--- src/rtl/fpu_pkg.sv ---
// fpu_pkg: shared binary32 types, constants and operand classification
package fpu_pkg;
  localparam int BIAS = 127;
  localparam logic [31:0] CANON_NAN = 32'h7FC00000;
  typedef struct packed {
    logic s;
    logic [7:0] e;
    logic [22:0] m;
  } fp32_t;
  typedef enum logic [2:0] {ZERO, NORM, INF, QNAN, SNAN} fclass_t;
  typedef struct packed {
    logic nv;
    logic of;
    logic uf;
    logic nx;
  } fflags_t;
  function automatic fclass_t classify(input fp32_t x);
    return x.e == 8'd0 ? ZERO : x.e != 8'hFF ? NORM : x.m == '0 ? INF : x.m[22] ? QNAN : SNAN;
  endfunction
endpackage

--- src/rtl/fp32_round.sv ---
// fp32_round: normalise a 48-bit mantissa product, round to nearest even, classify
module fp32_round
  import fpu_pkg::*;
(
  input  logic              s,
  input  logic signed [9:0] e,
  input  logic [47:0]       p,
  output logic [31:0]       y,
  output fflags_t           flags
);
  logic hi, g, r, st, up, ovf, unf;
  logic [23:0] m;
  logic [24:0] mr;
  logic [22:0] frac;
  logic signed [9:0] ef;
  always_comb begin
    hi = p[47];
    m = hi ? p[47:24] : p[46:23];
    g = hi ? p[23] : p[22];
    r = hi ? p[22] : p[21];
    st = hi ? |p[21:0] : |p[20:0];
    up = g & (r | st | m[0]);
    mr = {1'b0, m} + {24'd0, up};
    frac = mr[24] ? mr[23:1] : mr[22:0];
    ef = e + {9'd0, hi} + {9'd0, mr[24]};
    ovf = ef >= 10'sd255;
    unf = ef <= 10'sd0;
    y = ovf ? {s, 8'hFF, 23'd0} : unf ? {s, 31'd0} : {s, ef[7:0], frac};
    flags.nv = 1'b0;
    flags.of = ovf;
    flags.uf = unf;
    flags.nx = ovf | unf | g | r | st;
  end
endmodule

--- src/rtl/fmul_pipe.sv ---
// fmul_pipe: pipelined binary32 multiplier with valid/ready handshake, RNE and flags
module fmul_pipe
  import fpu_pkg::*;
#(
  parameter int LATENCY = 2,
  parameter int TAG_W   = 5
) (
  input  logic             clk,
  input  logic             rst,
  input  logic             in_valid,
  output logic             in_ready,
  input  logic [31:0]      x1,
  input  logic [31:0]      x2,
  input  logic [TAG_W-1:0] in_tag,
  output logic             out_valid,
  input  logic             out_ready,
  output logic [31:0]      y,
  output logic [TAG_W-1:0] out_tag,
  output logic [3:0]       flags
);
  typedef struct packed {
    logic v;
    logic [TAG_W-1:0] tag;
    logic sp;
    logic [31:0] sy;
    fflags_t sf;
    logic s;
    logic [9:0] e;
    logic [47:0] p;
  } stage_t;
  stage_t pipe [LATENCY-1];
  stage_t nxt, last;
  fp32_t a, b;
  fclass_t ca, cb;
  logic nan, anyinf, anyzero, advance;
  logic [31:0] ry;
  fflags_t rf;
  assign a = x1;
  assign b = x2;
  assign ca = classify(a);
  assign cb = classify(b);
  assign advance = out_ready | ~out_valid;
  assign in_ready = advance;
  assign last = pipe[LATENCY-2];
  always_comb begin
    nan = ca inside {QNAN, SNAN} || cb inside {QNAN, SNAN};
    anyinf = ca == INF || cb == INF;
    anyzero = ca == ZERO || cb == ZERO;
    nxt = '0;
    nxt.v = in_valid;
    nxt.tag = in_tag;
    nxt.s = a.s ^ b.s;
    nxt.e = {2'b0, a.e} + {2'b0, b.e} - 10'(BIAS);
    nxt.p = 48'({1'b1, a.m}) * 48'({1'b1, b.m});
    nxt.sp = nan | anyinf | anyzero;
    nxt.sy = nan || (anyinf && anyzero) ? CANON_NAN : anyinf ? {nxt.s, 8'hFF, 23'd0} : {nxt.s, 31'd0};
    nxt.sf.nv = ca == SNAN || cb == SNAN || (!nan && anyinf && anyzero);
  end
  fp32_round u_round (.s(last.s), .e(last.e), .p(last.p), .y(ry), .flags(rf));
  // Stage 0 registers the raw product; later entries are pure delay for retiming.
  always_ff @(posedge clk) begin
    if (rst) begin
      for (int i = 0; i < LATENCY - 1; i++) pipe[i] <= '0;
      out_valid <= 1'b0;
      y <= '0;
      flags <= '0;
      out_tag <= '0;
    end else if (advance) begin
      pipe[0] <= nxt;
      for (int i = 1; i < LATENCY - 1; i++) pipe[i] <= pipe[i-1];
      out_valid <= last.v;
      y <= last.sp ? last.sy : ry;
      flags <= last.sp ? last.sf : rf;
      out_tag <= last.tag;
    end
  end
endmodule
--- config.mk ---
export PLATFORM = sky130hd
export DESIGN_NAME = fmul_pipe
export DESIGN_NICKNAME = d
export VERILOG_FILES = /design/src/rtl/fpu_pkg.sv /design/src/rtl/fp32_round.sv /design/src/rtl/fmul_pipe.sv
export SDC_FILE = /design/constraint.sdc
export NUM_CORES = 2
export LEC_CHECK = 0
export BUFFER_PORTS_ARGS = -buffer_cell sky130_fd_sc_hd__buf_4
export CAP_MARGIN = 25
export CORE_MARGIN = 2
export CORE_UTILIZATION = 50
export CTS_BUF_LIST = sky130_fd_sc_hd__clkbuf_4
export DETAILED_ROUTE_END_ITERATION = 16
export PLACE_DENSITY = 0.67
export SLEW_MARGIN = 20
export SYNTH_ARGS = -nofsm -noshare
export SYNTH_HDL_FRONTEND = slang
export SYNTH_SLANG_ARGS = --single-unit
--- constraint.sdc ---
create_clock -name clk -period 19.06 [get_ports clk]
set_input_delay 3.812 -clock clk [delete_from_list [all_inputs] [get_ports clk]]
set_output_delay 3.812 -clock clk [all_outputs]
set_load 0.02 [all_outputs]
* After elaboration in Yosys (flattened, before gate mapping)
Memories as Yosys holds them, arrays and structs flattened. Cells that the tools add are included.
Operators by class: add/subtract/negate cells 5, $mul 1, magnitude comparators 2, equal/unequal tests 8, mux-type cells 26, bitwise operators 12, reductions and logical operators 21
Operators by type and width (number):
- $mux W99 | 1
- $reduce_or A99 Y1 | 1
- $mux W31 | 3
- $mux W32 | 2
- $mul A24 B24 Y48 | 1
- $logic_not A23 Y1 | 2
- $add A24 B1 Y25 | 1
- $mux W24 | 1
- $mux W3 | 8
- $mux W23 | 1
- $reduce_or A22 Y1 | 1
- $reduce_or A21 Y1 | 1
- $add A10 B1 Y10 | 2
- $logic_not A8 Y1 | 2
- $ne A8 B8 Y1 const B | 2
- $eq A3 B2 Y1 const B | 4
- $ge A10 B9 Y1 const B | 1
- $le A10 B1 Y1 const B | 1
- $sub A9 B7 Y10 const B | 1
- $add A8 B8 Y9 | 1
- $mux W1 | 9
- $or A1 B1 Y1 | 9
- $eq A3 B3 Y1 const B | 2
- $logic_not A3 Y1 | 2
- 8 further kinds | 16
Storage, ports and cells: flip-flop bits (word level) 42, bits in writable memories 99, input port bits 73, output and inout bits 43, logic and storage cells 80, memories 1
Memory list:
- pipe | depth 1, bits a word 99, rd ports 1, clocked after memory_dff 0, wr ports 1, line fmul_pipe.sv:31 | stage_t pipe [LATENCY-1];

* Logic depth before layout (Yosys ltp)
An unclocked memory read counts as a cell.
depth in word-level cells 14, mapped depth 26

* Hierarchy
A second synthesis with hierarchy kept.
Unflattened totals: cells, all modules 2799, area total of the unflattened synthesis 25035.3 µm²
By module, submodules not included:
- fmul_pipe | instances 1, cells each 2523, area each 23208.5 µm², sequential area each 2942.8 µm²
- fp32_round | instances 1, cells each 276, area each 1826.8 µm², sequential area each 0.0 µm²

* Least setup slack after synthesis
OpenSTA, ideal clock, no wires.
path kind input to register, start point in x2[12], end point mem pipe[0][37] (netlist name), data pin, arrival 9976 ps, data required time 18798 ps, setup slack 8822 ps, cell stages on the path 24, cells stage by stage clkbuf_1 > clkbuf_1 > nand2_1 > fa_1 > inv_1 > fa_1 > inv_1 > fa_1 > inv_1 > fa_1 > fa_1 > fa_1 > inv_1 > fa_1 > inv_1 > ha_1 > clkbuf_1 > nand2_1 > or3_1 > or2_2 > o21ai_1 > nor2b_1 > o21ai_1 > mux2_1
On the way: cells in the longest elaborated chain, start to end 2
RTL lines:
- start, declared | line fmul_pipe.sv:13 | input logic [31:0] x2,
- $mul A24 B24 Y48 | line fmul_pipe.sv:54 | nxt.p = 48'({1'b1, a.m}) * 48'({1'b1, b.m});
- $mux W99 (no line)
- end, declared | line fmul_pipe.sv:31
No other way between the ends.

* Worst setup path in the final report
start point in x1[7], end point mem pipe[0][40] (netlist name), data pin
On the way: cells in the longest elaborated chain, start to end 2
RTL lines:
- start, declared | line fmul_pipe.sv:12 | input logic [31:0] x1,
- $mul A24 B24 Y48 | line fmul_pipe.sv:54
- $mux W99 (no line)
No other way between the ends.

==> flow_summary.toml <==
[synth]
synthFlopType = "edfxtp_1"
ys_async_sr_fraction_pct = 0
syn_area_per_cell_um2 = 8.970
synth-edff-count = 70
synth_seq_area_share_pct = 11.94
ys_seq_elements = 112
syn_area_um2 = 24650
yosysWarningCount = 0
synth_cell_types = 76
synthCells = 2748
syn-num-nets = 3496

[floorplanning]
die-width_um = 226.0
dieArea_um2 = 51090
io_pins = 116
die_h_um = 226.0
rows = 81
coreArea_um2 = 48850
initial_utilization_pct = 50.46

[placement]
gp_congestion = 0.9313
post-dp-hpwl_um = 50920
port_buffers = 115
place_area_um2 = 25900

[sta]
hold_violations = 0
fmax_ghz = 0.09686
period_needed_ns = 10.32
tns_ns = 0
max_slew_margin_pct = 39.29
timing.final.crit_share_pct = 54.17
setup_violations = 0
finClkSkew_ns = 0.01843
tightest_slew_ns = 0.9024
rsz0062_at_grt = "no"
slew_viol_final = 0

[drt]
vias = 18450
wl_per_cell_um = 18.90
ant_nets = 0
route.detailed.drc = 0
drt_first_iter_violations = 1648
dr.pass1.iters = 6
wl_um = 64610
vias_per_cell = 5.396

[cts]
cts_buffer_depth = 2
clock_latency_ns = 0.48
cts_sinks = 112
h-tree-depth = 3
clk_pin_slew_ns = 0.17
cts-buffers-inserted = 9
cts-resized-gates = 0
post_cts_buffers = 0
cts-root-buf = "clkbuf_4"
cts_tree = "built"
postCtsHoldBufs = 0

[global_route]
grt_first_pass_wirelength_um = 103900
grt_antenna_before_repair = 1
grt_usage_pct = 26.16
overflow = 0
grt_pass1_vias = 19570
grt_max_degree = 68

[cells_and_area]
drive_gt1_share_pct = 5.773
stdcell_area_um2 = 26060
area_growth_pct = 5.726
finalNetCount = 3497
utilization_pct = 53.35

[setup_path]
end_kind = "flop"
crit_fanout = 20
criticalPathCategory = "in -> reg"
critical_path_arrival_ns = 10.58
slowest_delay_ns = 0.54
worst_setup_path_start_kind = "primary input"
crit_required_ns = 19.31
slowest_stage = "fa_1"

[worst_hold_path]
hp-class = "reg -> reg"

[run]
cap_violations = 0

[status]
status = "finished, final reports clean"
==> final cells by class <==
type                            instances  area, µm²
Sequential cell                       112       2943
Clock inverter                          7      81.33
Tap cell                              664      830.8
Clock buffer                            9      67.56
Inverter                              597       2241
Antenna cell                            1      2.502
Timing Repair Buffer                  123      928.4
Fill cell                            4504      22790
Multi-Input combinational cell       1906      18970
==> Yosys cell counts (6+ instances only) <==
cell type | number | area, µm²
inv_1 | 592 | 2222
fa_1 | 484 | 9689
nand2_1 | 356 | 1336
and2_1 | 263 | 1645
ha_1 | 191 | 2390
clkbuf_1 | 122 | 457.9
nor2_1 | 108 | 405.4
a21oi_1 | 83 | 415.4
edfxtp_1 | 70 | 2102
xnor2_1 | 52 | 455.4
dfxtp_1 | 42 | 840.8
nand3_1 | 40 | 200.2
o21ai_0 | 30 | 150.1
xor2_1 | 28 | 245.2
o21ai_1 | 24 | 120.1
nand4_1 | 23 | 143.9
nor4_1 | 20 | 125.1
mux2i_1 | 17 | 170.2
a21o_1 | 15 | 112.6
a22o_1 | 15 | 131.4
nor3_1 | 15 | 75.07
and3_1 | 13 | 81.33
nor2b_1 | 12 | 75.07
a211oi_1 | 9 | 67.56
a221o_1 | 8 | 80.08
buf_1 | 7 | 26.28
nand2b_1 | 7 | 43.79
or3_1 | 7 | 43.79
a31oi_1 | 6 | 37.54
o21bai_1 | 6 | 45.04
==> stage by stage <==
step	worst slack (ns)	hold slack [ns]	instances
2_1_floorplan	8.822	0.4329	2748
4_1_cts	8.849	0.4579	3417
3_5_place_dp	8.273	0.4367	3401
3_3_place_gp	8.404	0.4319	3400
6_report	8.736	0.4561	3419
5_1_grt	8.431	0.4752	3419
==> critical path: cells and delay by family <==
kind | cells | cell delay, ns
fa+ha+maj | 8 | 3.88
compound gates | 4 | 0.72
buf+inv | 8 | 0.92
simple gates | 5 | 1.24
==> placed cells by master (no fill, tap or decap), drive strengths merged, types with 21 or more instances in the layout <==
cell type,count
a21oi,83
nand4,25
nand3,40
nand2,356
and2,263
buf,123
xnor2,52
nor2,108
xor2,28
fa,484
inv,598
nor4,21
edfxtp,70
o21ai,54
ha,191
dfxtp,42
==> logic make-up after synthesis <==
kind of cell,synth area share [%]
and+or+nand+nor,17.84
buffers and inverters,11.15
adders and majority gates,49.01
AOI/OAI and AO/OA,6.350
DFF,11.94
xor gates and xnor gates,2.843
muxes,0.8731
==> path summary, 6_finish.rpt <==
path / start / to / slack (ns) / cells past startpoint
min reg2reg: y[14]$_SDFFE_PP0N_ / y[14]$_SDFFE_PP0N_ / 0.46 / 2
max: x1[7] / pipe[0][40]$_SDFFCE_PN0P_ / 8.74 / 25
min: y[14]$_SDFFE_PP0N_ / y[14]$_SDFFE_PP0N_ / 0.46 / 2
max reg2reg: pipe[0][47]$_SDFFCE_PN0P_ / y[21]$_SDFFE_PP0N_ / 13.15 / 21
==> flip-flops by register name, indices dropped and copies added, names as in the netlist <==
register and cells:
out_tag 5, out_valid 1, flags 4, y 32
pipe 70
==> layer usage <==
| layer | part of all wire (%) | up-vias | global-route usage [%] |
|---|---|---|---|
| met3 | 7.9 | 131 | 4.215 |
| met2 | 47 | 787 | 43.51 |
| met1 | 42 | 9157 | 35.39 |
| met5 | 0 | - | 0 |
| li1 | - | 8375 | - |
| met4 | 3.1 | 0 | 7.746 |
Power is left out: the tool's default activity adds up to more than one toggle a clock period on the data nets, which glitch-free logic cannot reach.
